==> config.mk <==
export PLATFORM = sky130hd
export DESIGN_NAME = prog_clk_divider_flat
export DESIGN_NICKNAME = d
export VERILOG_FILES = /design/src/rtl/prog_div_pkg.sv /design/src/rtl/prog_clk_divider_if.sv /design/src/rtl/div_phase_counter.sv /design/src/rtl/prog_clk_divider.sv /design/src/flat_wrapper.sv
export SDC_FILE = /design/constraint.sdc
export NUM_CORES = 1
export LEC_CHECK = 0
export CORE_ASPECT_RATIO = 0.5
export CORE_MARGIN = 2
export CORE_UTILIZATION = 50
export DETAILED_ROUTE_END_ITERATION = 12
export GPL_ROUTABILITY_DRIVEN = 0
export PLACE_DENSITY = 0.78
export SYNTH_ARGS = -nofsm -noshare
export SYNTH_HDL_FRONTEND = slang
export SYNTH_SLANG_ARGS = --single-unit
==> constraint.sdc <==
create_clock -name clk -period 7.8 [get_ports clk]
set_input_delay 1.17 -clock clk [delete_from_list [all_inputs] [get_ports clk]]
set_output_delay 1.17 -clock clk [all_outputs]
set_load 0.02 [all_outputs]
==> src/rtl/prog_div_pkg.sv <==
// rtl/prog_div_pkg.sv - shared constants and helpers for the programmable clock divider
package prog_div_pkg;

   localparam int unsigned DIV_WIDTH_DEF = 8;
   localparam int unsigned DIV_DEFAULT   = 10;

   // Callers size-cast the 32-bit result down to WIDTH+1 bits.
   function automatic logic [31:0] half_ceil(input logic [31:0] n);
      return (n + 32'd1) >> 1;
   endfunction

   // Divisors 0 and 1 both mean "tick every enabled cycle".
   function automatic logic [31:0] clamp_div(input logic [31:0] n);
      return (n == 32'd0) ? 32'd1 : n;
   endfunction

endpackage

==> src/rtl/prog_clk_divider_if.sv <==
// rtl/prog_clk_divider_if.sv - divisor load handshake and divider outputs
interface prog_clk_divider_if #(
   parameter int unsigned WIDTH = 8
);
   logic             en;
   logic [WIDTH-1:0] div_in;
   logic             div_valid;
   logic             div_ready;
   logic             tick;
   logic             clk_out;
   logic [WIDTH-1:0] cnt;
   logic [WIDTH-1:0] div_cur;

   modport master (
      output en, div_in, div_valid,
      input  div_ready, tick, clk_out, cnt, div_cur
   );

   modport slave (
      input  en, div_in, div_valid,
      output div_ready, tick, clk_out, cnt, div_cur
   );
endinterface

==> src/rtl/div_phase_counter.sv <==
// rtl/div_phase_counter.sv - phase counter with enable, synchronous load and terminal compare
module div_phase_counter #(
   parameter int unsigned      WIDTH   = 8,
   parameter logic [WIDTH-1:0] RST_VAL = '0
) (
   input  logic             clk,
   input  logic             rst_n,
   input  logic             en_i,
   input  logic             load_i,
   input  logic [WIDTH-1:0] load_val_i,
   input  logic [WIDTH-1:0] div_cur_i,
   output logic [WIDTH-1:0] cnt_o,
   output logic [WIDTH-1:0] cnt_nxt_o,
   output logic             tc_o
);
   logic [WIDTH-1:0] cnt_q, cnt_d;

   // div_cur_i is never 0, so the subtraction cannot underflow.
   assign tc_o = (cnt_q == div_cur_i - WIDTH'(1));

   always_comb begin
      cnt_d = cnt_q;
      if (load_i) begin
         cnt_d = load_val_i;
      end else if (en_i) begin
         cnt_d = tc_o ? '0 : cnt_q + WIDTH'(1);
      end
   end

   always_ff @(posedge clk or negedge rst_n) begin
      if (!rst_n) begin
         cnt_q <= RST_VAL;
      end else begin
         cnt_q <= cnt_d;
      end
   end

   assign cnt_o     = cnt_q;
   assign cnt_nxt_o = cnt_d;

endmodule

==> src/rtl/prog_clk_divider.sv <==
// rtl/prog_clk_divider.sv - runtime-programmable clock-enable divider with glitch-free divisor update
module prog_clk_divider
   import prog_div_pkg::*;
#(
   parameter int unsigned WIDTH       = DIV_WIDTH_DEF,
   parameter int unsigned DEFAULT_DIV = DIV_DEFAULT
) (
   input  logic               clk,
   input  logic               rst_n,
   prog_clk_divider_if.slave  bus
);
   localparam logic [WIDTH-1:0] RST_DIV = WIDTH'(DEFAULT_DIV);
   localparam logic [WIDTH-1:0] RST_CNT = WIDTH'(DEFAULT_DIV - 1);

   logic [WIDTH-1:0] div_cur_q, div_cur_d;
   logic [WIDTH-1:0] pend_val_q, pend_val_d;
   logic             pend_q, pend_d;
   logic             tick_q, tick_d;
   logic             clk_out_q, clk_out_d;

   logic             tc, wrap, accept, cnt_load;
   logic [WIDTH-1:0] cnt, cnt_nxt, acc_val, load_val;
   logic [WIDTH:0]   half_cur;

   assign accept   = bus.div_valid && !pend_q;
   assign acc_val  = WIDTH'(clamp_div(32'(bus.div_in)));
   assign wrap     = bus.en && tc;
   assign half_cur = (WIDTH+1)'(half_ceil(32'(div_cur_q)));

   div_phase_counter #(
      .WIDTH   (WIDTH),
      .RST_VAL (RST_CNT)
   ) u_cnt (
      .clk        (clk),
      .rst_n      (rst_n),
      .en_i       (bus.en),
      .load_i     (cnt_load),
      .load_val_i (load_val),
      .div_cur_i  (div_cur_q),
      .cnt_o      (cnt),
      .cnt_nxt_o  (cnt_nxt),
      .tc_o       (tc)
   );

   always_comb begin
      div_cur_d  = div_cur_q;
      pend_d     = pend_q;
      pend_val_d = pend_val_q;
      tick_d     = 1'b0;
      clk_out_d  = clk_out_q;
      cnt_load   = 1'b0;
      load_val   = '0;
      if (bus.en) begin
         tick_d    = wrap;
         clk_out_d = ({1'b0, cnt_nxt} < half_cur);
         // A new divisor only takes effect where the counter restarts at 0.
         if (wrap && pend_q) begin
            div_cur_d = pend_val_q;
            pend_d    = 1'b0;
         end else if (wrap && accept) begin
            div_cur_d = acc_val;
         end else if (accept) begin
            pend_d     = 1'b1;
            pend_val_d = acc_val;
         end
      end else if (pend_q) begin
         // Park at the last phase so the first enabled edge starts a clean period.
         div_cur_d = pend_val_q;
         pend_d    = 1'b0;
         cnt_load  = 1'b1;
         load_val  = pend_val_q - WIDTH'(1);
         clk_out_d = 1'b0;
      end else if (accept) begin
         pend_d     = 1'b1;
         pend_val_d = acc_val;
      end
   end

   always_ff @(posedge clk or negedge rst_n) begin
      if (!rst_n) begin
         div_cur_q  <= RST_DIV;
         pend_val_q <= '0;
         pend_q     <= 1'b0;
         tick_q     <= 1'b0;
         clk_out_q  <= 1'b0;
      end else begin
         div_cur_q  <= div_cur_d;
         pend_val_q <= pend_val_d;
         pend_q     <= pend_d;
         tick_q     <= tick_d;
         clk_out_q  <= clk_out_d;
      end
   end

   assign bus.div_ready = !pend_q;
   assign bus.tick      = tick_q;
   assign bus.clk_out   = clk_out_q;
   assign bus.cnt       = cnt;
   assign bus.div_cur   = div_cur_q;

endmodule

==> src/flat_wrapper.sv <==
// flat-port wrapper written by rule: the top's interface ports become plain ports
module prog_clk_divider_flat import prog_div_pkg::*;
#(
   parameter int unsigned WIDTH       = DIV_WIDTH_DEF,
   parameter int unsigned DEFAULT_DIV = DIV_DEFAULT
)
  (clk, rst_n, bus_en, bus_div_in, bus_div_valid, bus_div_ready, bus_tick, bus_clk_out, bus_cnt, bus_div_cur);
  prog_clk_divider_if #(.WIDTH(WIDTH)) bus_i ();
  input  logic clk;
  input  logic rst_n;
  input wire logic [$bits(bus_i.en)-1:0] bus_en;
  input wire logic [$bits(bus_i.div_in)-1:0] bus_div_in;
  input wire logic [$bits(bus_i.div_valid)-1:0] bus_div_valid;
  output wire logic [$bits(bus_i.div_ready)-1:0] bus_div_ready;
  output wire logic [$bits(bus_i.tick)-1:0] bus_tick;
  output wire logic [$bits(bus_i.clk_out)-1:0] bus_clk_out;
  output wire logic [$bits(bus_i.cnt)-1:0] bus_cnt;
  output wire logic [$bits(bus_i.div_cur)-1:0] bus_div_cur;
  assign bus_i.en = bus_en;
  assign bus_i.div_in = bus_div_in;
  assign bus_i.div_valid = bus_div_valid;
  assign bus_div_ready = bus_i.div_ready;
  assign bus_tick = bus_i.tick;
  assign bus_clk_out = bus_i.clk_out;
  assign bus_cnt = bus_i.cnt;
  assign bus_div_cur = bus_i.div_cur;
  prog_clk_divider #(.WIDTH(WIDTH), .DEFAULT_DIV(DEFAULT_DIV)) u_core (.clk(clk), .rst_n(rst_n), .bus(bus_i));
endmodule
==> results of run 1 <==
==> per-layer routing <==
metal	GRT usage	routed length, µm	vias up
met3	0.0327	284	5
met5	0	0	-
met1	0.312	2150	769
li1	-	-	782
met4	0.0441	43	0
met2	0.325	1980	64
==> power by group <==
part,leakage [nW],internal [mW],switching (mW)
combinational,0.557,0.222,0.213
sequential,0.313,0.195,0.100
clock,0.0261,0.0376,0.0479
total,0.897,0.454,0.361
==> how the worst max path moves through the flow <==
stage,startpoint,to,slack (ns)
4_1_cts,u_core.bus.div_cur[0],u_core.bus.clk_out,3.64
6_report,u_core.bus.div_cur[0],u_core.bus.clk_out,3.59
5_1_grt,u_core.bus.div_cur[0],u_core.bus.clk_out,3.25
3_3_place_gp,bus_en,u_core.bus.clk_out,3.66
2_1_floorplan,u_core.bus.div_cur[0],u_core.bus.clk_out,4.05
3_5_place_dp,bus_en,u_core.bus.clk_out,3.51
==> registers in the layout, summed over array words and instances (netlist names) <==
| register | cells |
|---|---|
| u_core.u_cnt.cnt_o | 8 |
| u_core.bus.tick | 1 |
| u_core.bus.div_cur | 8 |
| u_core.pend_q | 1 |
| u_core.pend_val_q | 8 |
| u_core.bus.clk_out | 1 |
==> cells in the final DEF (no fill, tap or decap), drive strengths merged, types with 2 or more instances in the layout <==
master / Yosys / routed
mux2: 8 / 8
nand4: 7 / 7
o22ai: 5 / 5
dfrtp: 23 / 23
clkbuf: 8 / 3
a21o: 2 / 2
nand3b: 9 / 9
xor2: 15 / 15
and3: 2 / 2
o21ai: 5 / 5
or4: 3 / 3
o221a: 7 / 7
nor4: 3 / 3
dfstp: 4 / 4
a211oi: 3 / 3
inv: 6 / 7
nand2: 14 / 14
a21oi: 4 / 4
xnor2: 10 / 10
nor3: 6 / 6
a2bb2oi: 2 / 2
nand3: 5 / 5
ha: 11 / 11
nor2b: 5 / 5
nor2: 11 / 11
nor3b: 2 / 2
clkdlybuf4s50: 0 / 30
==> logic make-up after synthesis <==
kind of cell / count (synthesis) / share of synthesized area
compound gates: 36 / 0.157
buf+inv: 18 / 0.0395
simple gates: 73 / 0.208
xor+xnor: 25 / 0.112
flops: 27 / 0.347
fa+ha+maj: 11 / 0.0701
mux: 9 / 0.0663
==> through the flow <==
step,instance area [µm²],utilization
after global placement,2280,0.597
final,2330,0.610
after floorplan,1960,-
after global routing,2330,0.610
after CTS,2330,0.610
after detailed placement,2280,0.597
==> final cells by class <==
cell class | count | area share
Clock buffer | 3 | 0.0177
Timing Repair Buffer | 31 | 0.132
Tap cell | 54 | 0.0290
Clock inverter | 1 | 0.00375
Inverter | 6 | 0.00965
Sequential cell | 27 | 0.292
Multi-Input combinational cell | 154 | 0.516
==> worst min-delay path: stages, from the launching register on <==
cell and delay, ns:
dfrtp_1 0.38, nand2_1 0.07, o21ai_0 0.07
==> metrics.cfg, run 1 <==
[cts]
cts.path.max_buffers=2
postCtsHoldBufs=0
cts_sinks=27
cts_setup_buffers=0
clk_pin_slew_ns=0.10
cts_root_buffer=clkbuf_8
cts.htree.levels=1
ctsResizeCount=0
cts_tree=done
cts_buffers=3
clock_latency_ns=0.28

[floorplan]
die_y_um=48.3
dieArea_mm2=0.00447
die_w_um=92.6
rows=16
core_mm2=0.00382
start_util=0.513
ioPinCount=31

[detailed_routing]
wl_per_cell_um=16.1
antenna_left=0
routed_via_density=5.87
firstDrtPassIters=5
vias=1620
routed_wl_um=4460
drc=0
drtIter0Drc=161

[final_layout]
instances_no_fill=276
antenna_cells=0
final.fill_count=313
num-nets-final=246
regArea_um2=681
area.growth.synth_to_final_pct=18.9
drive_gt1_frac=0.140
multi_input_area_mm2=0.00120

[critical_path]
critPathTopFamily=compound AO/OA/AOI/OAI gates
crit_fanout=14
reg2regPathDepth=15
crit_arrival_ns=4.41
critPathSlowestCell=a2111oi_4
path_cells=inv_1 > ha_1 > or3b_2 > a211oi_1 > o211ai_1 > a2111oi_4 > a21o_1 > o22ai_1 > ha_1 > nand4_1 > nor2_1 > nor2_1 > a21oi_1 > or4_1 > o21ai_0
rr_endpoint=u_core.bus.clk_out
r2r_setup_slack_ns=3.59
worst-path-buf-inv=1
end_kind=flop
cp_data_required_time_ns=8.01
crit_cells=15
r2r_start=u_core.bus.div_cur[0]
crit_type=reg -> reg
start_kind=flop
max_stage_delay_ns=0.73

[logic_synthesis]
synth.avg_cell_area_um2=9.86
synth_top_area_share=0.293
synth_most_common_cell=dfrtp_1
syn_inst=199
yosys-top-cells-count=23 x dfrtp_1, 15 x xor2_1, 14 x nand2_1
ys_ff_latch=27
syn_nets=222
synth_area_leaders=dfrtp_1 29%, ha_1 7.0%, xor2_1 6.7%
ys_seq_area_frac=0.347
post-synth-top-area-cell=dfrtp_1
synth_cell_types=47
synth_ff_type=dfrtp_1
synth-edff-count=0
synth.yosys.warnings=0
syn_area_mm2=0.00196
async_flop_share=1.00

[timing]
final.period_utilization=0.539
final-hold-violation-count=0
rsz0062_at_grt=false
setup_tns_ns=0
maxSlewHeadroom=0.387
fmax_mhz=238
setup_slack_ns=3.59
whs_ns=0.542
tightestPinTransition_ns=0.917
setup-violations-final=0
slew_viol_final=0
min_period_ns=4.21
fin_skew_ns=0.00560

[power]
ir_worst_vdd_mv=0.122
powerDensity_mw_per_mm2=349
p_leak_nw=0.897
post-layout-total-power_mw=0.815

[hold_path]
holdCritStartpoint=u_core.bus.clk_out
hold_path.class=reg -> reg
min_to=u_core.bus.clk_out
hold_depth=2

[global_route]
grt_pass1_vias=1485
grt_overflow=0
grt_usage=0.209
grt_max_degree=28
antenna_found_initial=0
grt_pass1_wl_um=7400

[job]
drv_cap=0

[placed_design]
place_inst=272
dp_slack_ns=3.51
port_buffers=30
dp_hpwl_um=3500

[outcome]
status=completed

Power figures use the tool's default switching activity.
==> inputs of run 2 (changes only) <==
==> constraint.sdc (replaced) <==
create_clock -name clk -period 3.91 [get_ports clk]
set_input_delay 0.5865 -clock clk [delete_from_list [all_inputs] [get_ports clk]]
set_output_delay 0.5865 -clock clk [all_outputs]
set_load 0.02 [all_outputs]
==> metrics.cfg, run 2 (synthesis gave the netlist of run 1 again) <==
[outcome]
status=completed

[detailed_routing]
wl_per_cell_um=16.7
drtIter0Drc=174
routed_via_density=5.94
vias=1716
firstDrtPassIters=4
routed_wl_um=4820
antenna_left=0
drc=0

[critical_path]
startpoint=u_core.bus.div_cur[1]
start_kind=flop
end_kind=flop
cp_data_required_time_ns=4.12
r2r_start=u_core.bus.div_cur[1]
r2r_setup_slack_ns=0.29
reg2regPathDepth=13
crit_fanout=6
crit_arrival_ns=3.83
crit_type=reg -> reg
rr_endpoint=u_core.bus.clk_out

[global_route]
grt_pass1_vias=1615
grt_max_degree=28
grt_usage=0.221
antenna_found_initial=0
grt_overflow=0
grt_pass1_wl_um=7740

[cts]
cts_buffers=3
cts_sinks=27
cts.path.max_buffers=2
clock_latency_ns=0.28
clk_pin_slew_ns=0.10
cts.htree.levels=1
cts_root_buffer=clkbuf_8
cts_tree=done

[floorplan]
ioPinCount=31
rows=16
start_util=0.513
die_y_um=48.3
die_w_um=92.6
dieArea_mm2=0.00447
core_mm2=0.00382

[final_layout]
area.growth.synth_to_final_pct=24.5
drive_gt1_frac=0.191
antenna_cells=0
num-nets-final=259
final_cell_mix=30 x clkdlybuf4s50_1, 23 x dfrtp_1, 15 x xor2_1
layout_commonest_cell=clkdlybuf4s50_1
post-route-util=0.639

[power]
post-layout-total-power_mw=1.71
powerDensity_mw_per_mm2=701
p_leak_nw=0.965
ir_worst_vdd_mv=0.225

[hold_path]
holdCritStartpoint=u_core.bus.clk_out
hold_path.class=reg -> reg
min_to=u_core.bus.clk_out
hold_depth=2

[placed_design]
port_buffers=30
dp_hpwl_um=3730

[timing]
final.period_utilization=0.926
slew_viol_final=0
fin_skew_ns=0.00551
maxSlewHeadroom=0.377
setup_tns_ns=0
tightestPinTransition_ns=0.932
fmax_mhz=276
min_period_ns=3.62
setup-violations-final=0
final-hold-violation-count=0

[job]
drv_cap=0

==> run 2: changes by cell type in the layout (fill, tap and decap cells not counted) <==
cell,change
dlymetal6s2s_1,+1
a31oi_2,+1
o311ai_1,+1
a31oi_1,-1
ha_1,-1
ha_2,+1
buf_4,+12
o311ai_0,-1
==> run 2: final cells by class <==
cell class              count  area, µm²
flip-flops and latches     27        681
inverters                   6       22.5
fillers                   296       1380
multi-input cells         154       1210
repair buffers             44        410
clock inverters             1       8.76
well taps                  54       67.6
clock buffers               3       41.3
==> run 2: routing by layer <==
metal,wire length [µm],track usage
met5,0,0
met4,76,0.0588
met3,325,0.0374
met2,2190,0.349
met1,2240,0.317
==> run 2: repair_timing <==
action,CTS,global route
resized for setup,0,3
setup buffers,0,5
endpoints found under the setup margin,0,1
hold buffers,0,0
==> run 2: through the flow <==
step	hold WS (ns)	cell area (µm²)	setup WS (ns)	cells
final	0.501	2440	0.288	289
after global routing	0.544	2440	-0.000548	289
after CTS	0.508	2390	0.102	284
after detailed placement	0.489	2340	0.0820	280
after global placement	0.473	2340	0.207	280
after floorplan	0.291	1960	0.160	199
==> run 2: worst max path at each step <==
stage / endpoint / slack [ns] / cells after the start
floorplan: u_core.bus.clk_out / 0.16 / 14
global placement: u_core.bus.clk_out / 0.21 / 15
detailed placement: u_core.bus.clk_out / 0.08 / 15
CTS: u_core.bus.clk_out / 0.10 / 15
global route: u_core.bus.clk_out / -0.0005 / 15
finish: u_core.bus.clk_out / 0.29 / 13
==> run 2: where the power goes <==
part | switching, mW | leakage [nW] | internal [mW]
Sequential | 0.158 | 0.313 | 0.387
Combinational | 0.499 | 0.626 | 0.496
Clock | 0.0990 | 0.0261 | 0.0751
Total | 0.756 | 0.965 | 0.958
==> run 2: critical path, stage by stage, from the launching register on <==
cell	delay, ns
dfstp_2	0.41
or4_1	0.55
or4_1	0.52
o311a_2	0.16
a2111oi_4	0.42
a21o_1	0.19
o22ai_1	0.12
ha_1	0.33
nand4_1	0.12
nor2_1	0.05
nor2_1	0.08
a21oi_1	0.06
or4_1	0.38
o21ai_0	0.17
